### src/rtl/alu_issue_pkg.sv
// Shared definitions for the ALU issue stage.
//   - OP_*   : abstract 4-bit op codes accepted on the request channel.
//   - CTRL_* : {A_invert, B_invert, operation[1:0]} patterns for the ALU slices.
//   - CMP_*  : compare-select patterns for the ALU's set-on-compare logic.
package alu_issue_pkg;

    localparam logic [3:0] OP_AND  = 4'd0;
    localparam logic [3:0] OP_OR   = 4'd1;
    localparam logic [3:0] OP_ADD  = 4'd2;
    localparam logic [3:0] OP_SUB  = 4'd3;
    localparam logic [3:0] OP_NOR  = 4'd4;
    localparam logic [3:0] OP_NAND = 4'd5;
    localparam logic [3:0] OP_SLT  = 4'd6;
    localparam logic [3:0] OP_SGT  = 4'd7;
    localparam logic [3:0] OP_SLE  = 4'd8;
    localparam logic [3:0] OP_SGE  = 4'd9;
    localparam logic [3:0] OP_SEQ  = 4'd10;
    localparam logic [3:0] OP_SNE  = 4'd11;

    localparam logic [3:0] CTRL_AND  = 4'b0000;
    localparam logic [3:0] CTRL_OR   = 4'b0001;
    localparam logic [3:0] CTRL_ADD  = 4'b0010;
    localparam logic [3:0] CTRL_SUB  = 4'b0110;
    localparam logic [3:0] CTRL_NOR  = 4'b1100;
    localparam logic [3:0] CTRL_NAND = 4'b1101;
    localparam logic [3:0] CTRL_CMP  = 4'b0111;

    localparam logic [2:0] CMP_SLT = 3'b000;
    localparam logic [2:0] CMP_SGT = 3'b001;
    localparam logic [2:0] CMP_SLE = 3'b010;
    localparam logic [2:0] CMP_SGE = 3'b011;
    localparam logic [2:0] CMP_SEQ = 3'b110;
    localparam logic [2:0] CMP_SNE = 3'b100;

endpackage

### src/rtl/alu_issue_stage_if.sv
// Bus bundle for alu_issue_stage.
//   in_*  : request channel (valid/ready, op, two operands) from upstream.
//   alu_* : registered control/operands to the ripple ALU and its
//           combinational result/flags coming back.
//   out_* : result channel (valid/ready, result, flags, illegal) downstream.
// Modports:
//   slave  : the issue stage's view.
//   master : the surrounding environment (upstream, ALU, downstream).
interface alu_issue_stage_if #(
    parameter int WIDTH = 32
);
    logic             in_valid;
    logic             in_ready;
    logic [3:0]       in_op;
    logic [WIDTH-1:0] in_src1;
    logic [WIDTH-1:0] in_src2;

    logic [WIDTH-1:0] alu_src1;
    logic [WIDTH-1:0] alu_src2;
    logic [3:0]       alu_ctrl;
    logic [2:0]       alu_bonus;
    logic             alu_cin;
    logic [WIDTH-1:0] alu_result;
    logic             alu_zero;
    logic             alu_cout;
    logic             alu_overflow;

    logic             out_valid;
    logic             out_ready;
    logic [WIDTH-1:0] out_result;
    logic             out_zero;
    logic             out_cout;
    logic             out_overflow;
    logic             out_illegal;

    modport slave (
        input  in_valid, in_op, in_src1, in_src2,
        output in_ready,
        output alu_src1, alu_src2, alu_ctrl, alu_bonus, alu_cin,
        input  alu_result, alu_zero, alu_cout, alu_overflow,
        output out_valid, out_result, out_zero, out_cout, out_overflow, out_illegal,
        input  out_ready
    );

    modport master (
        output in_valid, in_op, in_src1, in_src2,
        input  in_ready,
        input  alu_src1, alu_src2, alu_ctrl, alu_bonus, alu_cin,
        output alu_result, alu_zero, alu_cout, alu_overflow,
        input  out_valid, out_result, out_zero, out_cout, out_overflow, out_illegal,
        output out_ready
    );

endinterface

### src/rtl/alu_op_decode.sv
// Combinational op decoder for the ALU issue stage.
//   op      in  4  abstract op code
//   ctrl    out 4  {A_invert, B_invert, operation[1:0]}
//   bonus   out 3  compare select
//   cin     out 1  carry-in to slice 0 (equals B_invert)
//   illegal out 1  op code 12..15; decodes as ADD
module alu_op_decode
    import alu_issue_pkg::*;
(
    input  logic [3:0] op,
    output logic [3:0] ctrl,
    output logic [2:0] bonus,
    output logic       cin,
    output logic       illegal
);

    always_comb begin
        ctrl    = CTRL_ADD;
        // 000 is inert for non-compare ops since the ALU only looks at it
        // when operation selects the compare input.
        bonus   = CMP_SLT;
        illegal = 1'b0;
        case (op)
            OP_AND:  ctrl = CTRL_AND;
            OP_OR:   ctrl = CTRL_OR;
            OP_ADD:  ctrl = CTRL_ADD;
            OP_SUB:  ctrl = CTRL_SUB;
            OP_NOR:  ctrl = CTRL_NOR;
            OP_NAND: ctrl = CTRL_NAND;
            OP_SLT:  begin ctrl = CTRL_CMP; bonus = CMP_SLT; end
            OP_SGT:  begin ctrl = CTRL_CMP; bonus = CMP_SGT; end
            OP_SLE:  begin ctrl = CTRL_CMP; bonus = CMP_SLE; end
            OP_SGE:  begin ctrl = CTRL_CMP; bonus = CMP_SGE; end
            OP_SEQ:  begin ctrl = CTRL_CMP; bonus = CMP_SEQ; end
            OP_SNE:  begin ctrl = CTRL_CMP; bonus = CMP_SNE; end
            default: illegal = 1'b1;
        endcase
    end

    // Subtraction and compares need a+~b+1, so carry-in tracks B_invert.
    assign cin = ctrl[2];

endmodule

### src/rtl/alu_issue_stage.sv
// Two-stage registered issue/retire wrapper around the 32-bit ripple ALU.
//   clk_i  : clock, rising edge.
//   rst_n  : synchronous active-low reset; discards all in-flight ops.
//   bus    : alu_issue_stage_if.slave -- request channel, ALU control/result
//            bus, and result channel with back-pressure.
// Optional build macro ALU_ISSUE_PERF_EN adds:
//   perf_ops[15:0]     : count of retired results (out_valid && out_ready).
//   perf_illegal[15:0] : count of retired results flagged illegal.
// Stage 1 (_p1) holds the decoded op and operands driving the ALU; stage 2
// (_p2) captures the ALU result. Throughput is one op per cycle.
module alu_issue_stage
    import alu_issue_pkg::*;
#(
    parameter int WIDTH = 32
) (
    input  logic             clk_i,
    input  logic             rst_n,
    alu_issue_stage_if.slave bus
`ifdef ALU_ISSUE_PERF_EN
    ,
    output logic [15:0]      perf_ops,
    output logic [15:0]      perf_illegal
`endif
);

    logic [3:0]       dec_ctrl;
    logic [2:0]       dec_bonus;
    logic             dec_cin;
    logic             dec_illegal;

    logic             vld_p1;
    logic [WIDTH-1:0] src1_p1;
    logic [WIDTH-1:0] src2_p1;
    logic [3:0]       ctrl_p1;
    logic [2:0]       bonus_p1;
    logic             cin_p1;
    logic             illegal_p1;

    logic             vld_p2;
    logic [WIDTH-1:0] result_p2;
    logic             zero_p2;
    logic             cout_p2;
    logic             ovf_p2;
    logic             illegal_p2;

    logic             s2_free;
    logic             in_ready;
    logic             accept;
    logic             s1_to_s2;

    alu_op_decode u_decode (
        .op      (bus.in_op),
        .ctrl    (dec_ctrl),
        .bonus   (dec_bonus),
        .cin     (dec_cin),
        .illegal (dec_illegal)
    );

    // Stage 2 can take a new result if empty or draining this cycle.
    assign s2_free  = !vld_p2 || bus.out_ready;
    // Reads 1 while in reset; the reset branch wins so nothing is captured.
    assign in_ready = !rst_n || !vld_p1 || s2_free;
    assign accept   = bus.in_valid && in_ready;
    assign s1_to_s2 = vld_p1 && s2_free;

    // ---- Stage 1: decode + operand registers feeding the ALU ----
    always_ff @(posedge clk_i) begin
        if (!rst_n) begin
            vld_p1     <= 1'b0;
            src1_p1    <= '0;
            src2_p1    <= '0;
            ctrl_p1    <= 4'b0000;
            bonus_p1   <= 3'b000;
            cin_p1     <= 1'b0;
            illegal_p1 <= 1'b0;
        end else if (accept) begin
            vld_p1     <= 1'b1;
            src1_p1    <= bus.in_src1;
            src2_p1    <= bus.in_src2;
            ctrl_p1    <= dec_ctrl;
            bonus_p1   <= dec_bonus;
            cin_p1     <= dec_cin;
            illegal_p1 <= dec_illegal;
        end else if (s1_to_s2) begin
            vld_p1     <= 1'b0;
        end
    end

    // ---- Stage 2: capture ALU result and flags ----
    always_ff @(posedge clk_i) begin
        if (!rst_n) begin
            vld_p2     <= 1'b0;
            result_p2  <= '0;
            zero_p2    <= 1'b0;
            cout_p2    <= 1'b0;
            ovf_p2     <= 1'b0;
            illegal_p2 <= 1'b0;
        end else if (s1_to_s2) begin
            vld_p2     <= 1'b1;
            illegal_p2 <= illegal_p1;
            // Illegal ops still run through the ALU as ADD; squash what comes back.
            if (illegal_p1) begin
                result_p2 <= '0;
                zero_p2   <= 1'b0;
                cout_p2   <= 1'b0;
                ovf_p2    <= 1'b0;
            end else begin
                result_p2 <= bus.alu_result;
                zero_p2   <= bus.alu_zero;
                cout_p2   <= bus.alu_cout;
                ovf_p2    <= bus.alu_overflow;
            end
        end else if (bus.out_ready) begin
            vld_p2     <= 1'b0;
        end
    end

`ifdef ALU_ISSUE_PERF_EN
    always_ff @(posedge clk_i) begin
        if (!rst_n) begin
            perf_ops     <= 16'd0;
            perf_illegal <= 16'd0;
        end else if (vld_p2 && bus.out_ready) begin
            perf_ops <= perf_ops + 16'd1;
            if (illegal_p2) begin
                perf_illegal <= perf_illegal + 16'd1;
            end
        end
    end
`endif

    assign bus.in_ready     = in_ready;
    assign bus.alu_src1     = src1_p1;
    assign bus.alu_src2     = src2_p1;
    assign bus.alu_ctrl     = ctrl_p1;
    assign bus.alu_bonus    = bonus_p1;
    assign bus.alu_cin      = cin_p1;
    assign bus.out_valid    = vld_p2;
    assign bus.out_result   = result_p2;
    assign bus.out_zero     = zero_p2;
    assign bus.out_cout     = cout_p2;
    assign bus.out_overflow = ovf_p2;
    assign bus.out_illegal  = illegal_p2;

endmodule

### src/flat_wrapper.sv
// flat-port wrapper written by rule: the top's interface ports become plain ports
module alu_issue_stage_flat import alu_issue_pkg::*;
#(
    parameter int WIDTH = 32
)
  (clk_i, rst_n, bus_in_valid, bus_in_op, bus_in_src1, bus_in_src2, bus_in_ready, bus_alu_src1, bus_alu_src2, bus_alu_ctrl, bus_alu_bonus, bus_alu_cin, bus_alu_result, bus_alu_zero, bus_alu_cout, bus_alu_overflow, bus_out_valid, bus_out_result, bus_out_zero, bus_out_cout, bus_out_overflow, bus_out_illegal, bus_out_ready);
  alu_issue_stage_if #(.WIDTH(WIDTH)) bus_i ();
  input  logic clk_i;
  input  logic rst_n;
  input wire logic [$bits(bus_i.in_valid)-1:0] bus_in_valid;
  input wire logic [$bits(bus_i.in_op)-1:0] bus_in_op;
  input wire logic [$bits(bus_i.in_src1)-1:0] bus_in_src1;
  input wire logic [$bits(bus_i.in_src2)-1:0] bus_in_src2;
  output wire logic [$bits(bus_i.in_ready)-1:0] bus_in_ready;
  output wire logic [$bits(bus_i.alu_src1)-1:0] bus_alu_src1;
  output wire logic [$bits(bus_i.alu_src2)-1:0] bus_alu_src2;
  output wire logic [$bits(bus_i.alu_ctrl)-1:0] bus_alu_ctrl;
  output wire logic [$bits(bus_i.alu_bonus)-1:0] bus_alu_bonus;
  output wire logic [$bits(bus_i.alu_cin)-1:0] bus_alu_cin;
  input wire logic [$bits(bus_i.alu_result)-1:0] bus_alu_result;
  input wire logic [$bits(bus_i.alu_zero)-1:0] bus_alu_zero;
  input wire logic [$bits(bus_i.alu_cout)-1:0] bus_alu_cout;
  input wire logic [$bits(bus_i.alu_overflow)-1:0] bus_alu_overflow;
  output wire logic [$bits(bus_i.out_valid)-1:0] bus_out_valid;
  output wire logic [$bits(bus_i.out_result)-1:0] bus_out_result;
  output wire logic [$bits(bus_i.out_zero)-1:0] bus_out_zero;
  output wire logic [$bits(bus_i.out_cout)-1:0] bus_out_cout;
  output wire logic [$bits(bus_i.out_overflow)-1:0] bus_out_overflow;
  output wire logic [$bits(bus_i.out_illegal)-1:0] bus_out_illegal;
  input wire logic [$bits(bus_i.out_ready)-1:0] bus_out_ready;
  assign bus_i.in_valid = bus_in_valid;
  assign bus_i.in_op = bus_in_op;
  assign bus_i.in_src1 = bus_in_src1;
  assign bus_i.in_src2 = bus_in_src2;
  assign bus_in_ready = bus_i.in_ready;
  assign bus_alu_src1 = bus_i.alu_src1;
  assign bus_alu_src2 = bus_i.alu_src2;
  assign bus_alu_ctrl = bus_i.alu_ctrl;
  assign bus_alu_bonus = bus_i.alu_bonus;
  assign bus_alu_cin = bus_i.alu_cin;
  assign bus_i.alu_result = bus_alu_result;
  assign bus_i.alu_zero = bus_alu_zero;
  assign bus_i.alu_cout = bus_alu_cout;
  assign bus_i.alu_overflow = bus_alu_overflow;
  assign bus_out_valid = bus_i.out_valid;
  assign bus_out_result = bus_i.out_result;
  assign bus_out_zero = bus_i.out_zero;
  assign bus_out_cout = bus_i.out_cout;
  assign bus_out_overflow = bus_i.out_overflow;
  assign bus_out_illegal = bus_i.out_illegal;
  assign bus_i.out_ready = bus_out_ready;
  alu_issue_stage #(.WIDTH(WIDTH)) u_core (.clk_i(clk_i), .rst_n(rst_n), .bus(bus_i));
endmodule
### config.mk
export PLATFORM = sky130hd
export DESIGN_NAME = alu_issue_stage_flat
export DESIGN_NICKNAME = d
export VERILOG_FILES = /design/src/rtl/alu_issue_pkg.sv /design/src/rtl/alu_issue_stage_if.sv /design/src/rtl/alu_op_decode.sv /design/src/rtl/alu_issue_stage.sv /design/src/flat_wrapper.sv
export SDC_FILE = /design/constraint.sdc
export NUM_CORES = 1
export LEC_CHECK = 0
export CORE_MARGIN = 8
export CORE_UTILIZATION = 41
export CTS_CLUSTER_DIAMETER = 150
export CTS_CLUSTER_SIZE = 24
export DETAILED_ROUTE_END_ITERATION = 12
export GPL_TIMING_DRIVEN = 0
export PLACE_DENSITY_LB_ADDON = 0.1
export RECOVER_POWER = 100
export SYNTH_ARGS = -nofsm -noshare
export SYNTH_HDL_FRONTEND = slang
export SYNTH_SLANG_ARGS = --single-unit
### constraint.sdc
create_clock -name clk_i -period 1.3 [get_ports clk_i]
set_input_delay 0.195 -clock clk_i [delete_from_list [all_inputs] [get_ports clk_i]]
set_output_delay 0.195 -clock clk_i [all_outputs]
set_load 0.02 [all_outputs]
==> results.cfg <==
[sta]
timing.final.max_slew_violations = 0
final_period_minus_worst_setup_slack_ns = 1.53
fin_worst_hold_slack_ns = 0.0731
period_share_pct = 118
skew_ns = 0.0152
final_critical_path_setup_slack_ns = -0.228
grt_setup_unrepaired = yes
finalSetupViolCount = 102
slew_of_the_pin_with_the_lowest_slew_margin_ns = 0.602
final_hold_viol_count = 0
max-slew-margin-rel_pct = 59.9
maxClockFrequency_mhz = 655

[finish]
flow.area_growth_from_synthesis_pct = 66.1
post_route_cells_drive_above_1_share_pct = 18.1
design.final.nets = 858
layout_common_cells = sky130_fd_sc_hd__dfxtp_1 (107), sky130_fd_sc_hd__clkdlybuf4s50_1 (103), sky130_fd_sc_hd__a21oi_1 (99), sky130_fd_sc_hd__dlygate4sd2_1 (77), sky130_fd_sc_hd__nand3_1 (66)
finish.cell_count_without_fillers = 893
mostFrequentLayoutCell = sky130_fd_sc_hd__dfxtp_1
final_area_um2 = 7360
antenna-diode-count = 0

[clock_tree]
cts_tree = done
cts_hold_buffers = 0
cts-root-to-sink-buffers = 2
ctsRootBufferMaster = sky130_fd_sc_hd__clkbuf_8
clk_transition_reported_paths_ns = 0.10
clk_latency_ns = 0.37
cts_inserted_buffers = 9
cts_htree_levels = 3
total_clock_sinks = 110

[pwr]
design_power_total_mw = 7.17
power.combinational.fraction_pct = 20.9
clkPwrFrac_pct = 28.2
power.switching_fraction_pct = 27.8
sequentialPowerShare_pct = 50.9
internal-power_mw = 5.18
p_leak_nw = 2.95
power_density_normalized_to_cell_area_nw_per_um2 = 974
vdd_ir_drop_max_mv = 0.667
power.switching_mw = 2.00

[setup_path]
timing.critical_path.fanout_max = 2
cp.arrival_ns = 1.33
worst_path_dominant_cell_family = buffers and inverters
critical_path_class = flip-flop to primary output
crit_path_top_delay_cell = sky130_fd_sc_hd__dfxtp_2
worst_setup_path_end_kind = primary output
number_of_buffers_and_inverters_on_the_critical_path = 4
cells_along_the_critical_path = and4b_1 -> buf_6 -> inv_8 -> buf_8 -> buf_6
slowest_delay_ns = 0.35
timing.critical_path.mode_cell = sky130_fd_sc_hd__buf_6
crit_path_start_kind = flip-flop
worstPathRequired_ns = 1.11

[synthesis]
sequential_share_of_the_synthesized_area_pct = 49.7
synth-seq-cells = 110
synthFlopType = sky130_fd_sc_hd__dfxtp_1
yosysUniqueCellTypes = 31
synthesis.yosys.warnings = 0
synth.cell_area_um2 = 4430
synth_fp_nets = 621
syn-mean-instance-area_um2 = 8.62
synth-edff-count = 0
netlist_instances = 514
ys_async_sr_fraction_pct = 0

[floorplanning]
die-height_um = 120
initial_utilization_pct = 41.4
placeableCoreArea_um2 = 10700
row_count = 38
die_w_um = 120
io-pin-count = 217
design.die.area_um2 = 14400

[route]
first_pass_iters = 5
post-route-drc-count = 0
dr_total_vias = 4878
drt-initial-drc-count = 457
wl_per_cell_um = 18.9
route.antenna.remaining_nets = 0
finalWirelength_um = 16900
via_per_inst = 5.46

[job]
max_cap_violations = 0

[grt]
global_route.overflow_total = 0
grt_antenna_before_repair = 0
global_route.usage.total_pct = 21.8
grt_pass1_wl_um = 25600
grt_start_max_net_pins = 16
grt_pass1_vias = 4896

[place]
dp_worst_setup_slack_ns = -0.843
placed_area_um2 = 6750
place_inst = 868
globalplace.congestion = 0.756
place.port_buffers = 214
dp_hpwl_um = 12100

[run_status]
status = finished with violations
violations_in_the_final_reports = setup timing

[worst_hold_path]
worstHoldPathType = primary input to flip-flop
-- cell type report --
class                           count  area, um^2
Multi-Input combinational cell    338        2140
Tap cell                          140         175
Inverter                            5        26.3
Timing Repair Buffer              226        2140
Sequential cell                   110        2210
Clock inverter                      2        35.0
Clock buffer                       11         141
Fill cell                         945        3340
Buffer                             61         498
-- layer usage --
metal | wire length (um) | track usage, % | part of all wire (%) | up-vias
li1 | - | - | - | 2350
met1 | 6630 | 24.7 | 39 | 2357
met2 | 8570 | 38.0 | 51 | 154
met3 | 1470 | 7.70 | 8.7 | 17
met4 | 203 | 5.93 | 1.2 | 0
met5 | 0 | 0 | 0 | -
-- cell usage after synthesis, types with 2 or more instances --
cell                       instances  area, um^2
sky130_fd_sc_hd__buf_6             3        33.8
sky130_fd_sc_hd__buf_1             8        30.0
sky130_fd_sc_hd__inv_2             2        7.51
sky130_fd_sc_hd__a21oi_1         105         526
sky130_fd_sc_hd__nand2_1           5        18.8
sky130_fd_sc_hd__nand4b_1         35         307
sky130_fd_sc_hd__nor2b_1           3        18.8
sky130_fd_sc_hd__clkbuf_1         26        97.6
sky130_fd_sc_hd__nor2_1            3        11.3
sky130_fd_sc_hd__buf_4             7        52.6
sky130_fd_sc_hd__o21ai_1          20         100
sky130_fd_sc_hd__o21ai_0          85         425
sky130_fd_sc_hd__buf_2            10        50.1
sky130_fd_sc_hd__buf_8             2        30.0
sky130_fd_sc_hd__clkbuf_2          4        20.0
sky130_fd_sc_hd__nand3_1          67         335
sky130_fd_sc_hd__inv_1             2        7.51
sky130_fd_sc_hd__nand4_1           3        18.8
sky130_fd_sc_hd__mux2i_1           3        30.0
sky130_fd_sc_hd__dfxtp_1         110        2200
-- logic make-up after synthesis --
| kind of cell | Yosys count | synth area share [%] |
|---|---|---|
| buf+inv | 66 | 8.07 |
| compound gates | 216 | 25.0 |
| mux | 4 | 0.931 |
| simple gates | 118 | 16.4 |
| flops | 110 | 49.7 |
-- what timing repair did --
action / 4_1_cts / 5_1_grt
setup buffers: 5 / 2
hold endpoints to repair: 0 / 0
gates resized for setup: 212 / 150
endpoints found under the setup margin: 149 / 141
gates cloned: 0 / 5
pin swaps: 2 / 26
-- registers in the layout, summed over array words and instances, names as in the netlist --
register                 flops
u_core.bus.out_cout          1
u_core.illegal_p1            1
u_core.bus.alu_bonus         3
u_core.bus.out_result       32
u_core.bus.alu_src2         32
u_core.bus.out_zero          1
u_core.bus.alu_src1         32
u_core.bus.out_illegal       1
u_core.bus.out_valid         1
u_core.bus.alu_ctrl          4
u_core.bus.out_overflow      1
u_core.vld_p1                1
-- worst paths after layout --
check                            startpoint                         to  slack, ns  cells past startpoint
setup / recovery       u_core.bus.out_valid               bus_in_ready      -0.23                      5
hold / removal                        rst_n     u_core.bus.alu_ctrl[2]       0.07                      2
setup reg to reg       u_core.bus.out_valid    u_core.bus.alu_bonus[1]      -0.16                      7
hold reg to reg   u_core.bus.out_result[11]  u_core.bus.out_result[11]       0.46                      2
-- metrics by stage --
step	utilization, %	TNS (ns)
after global placement	63.1	-34.38
after CTS	65.0	-6.12
final	68.8	-10.45
after global routing	68.8	-17.29
after floorplan	-	0
after detailed placement	63.1	-37.37
-- power by group through the flow --
stage,sequential (mW),clock [mW],combinational (mW)
floorplan,3.92,0,0.422
detailed placement,3.71,0,1.46
finish,3.65,2.03,1.50
global route,3.67,2.18,1.60
global placement,3.70,0,1.44
CTS,3.63,2.04,1.39
(Power assumes the default switching activity.)
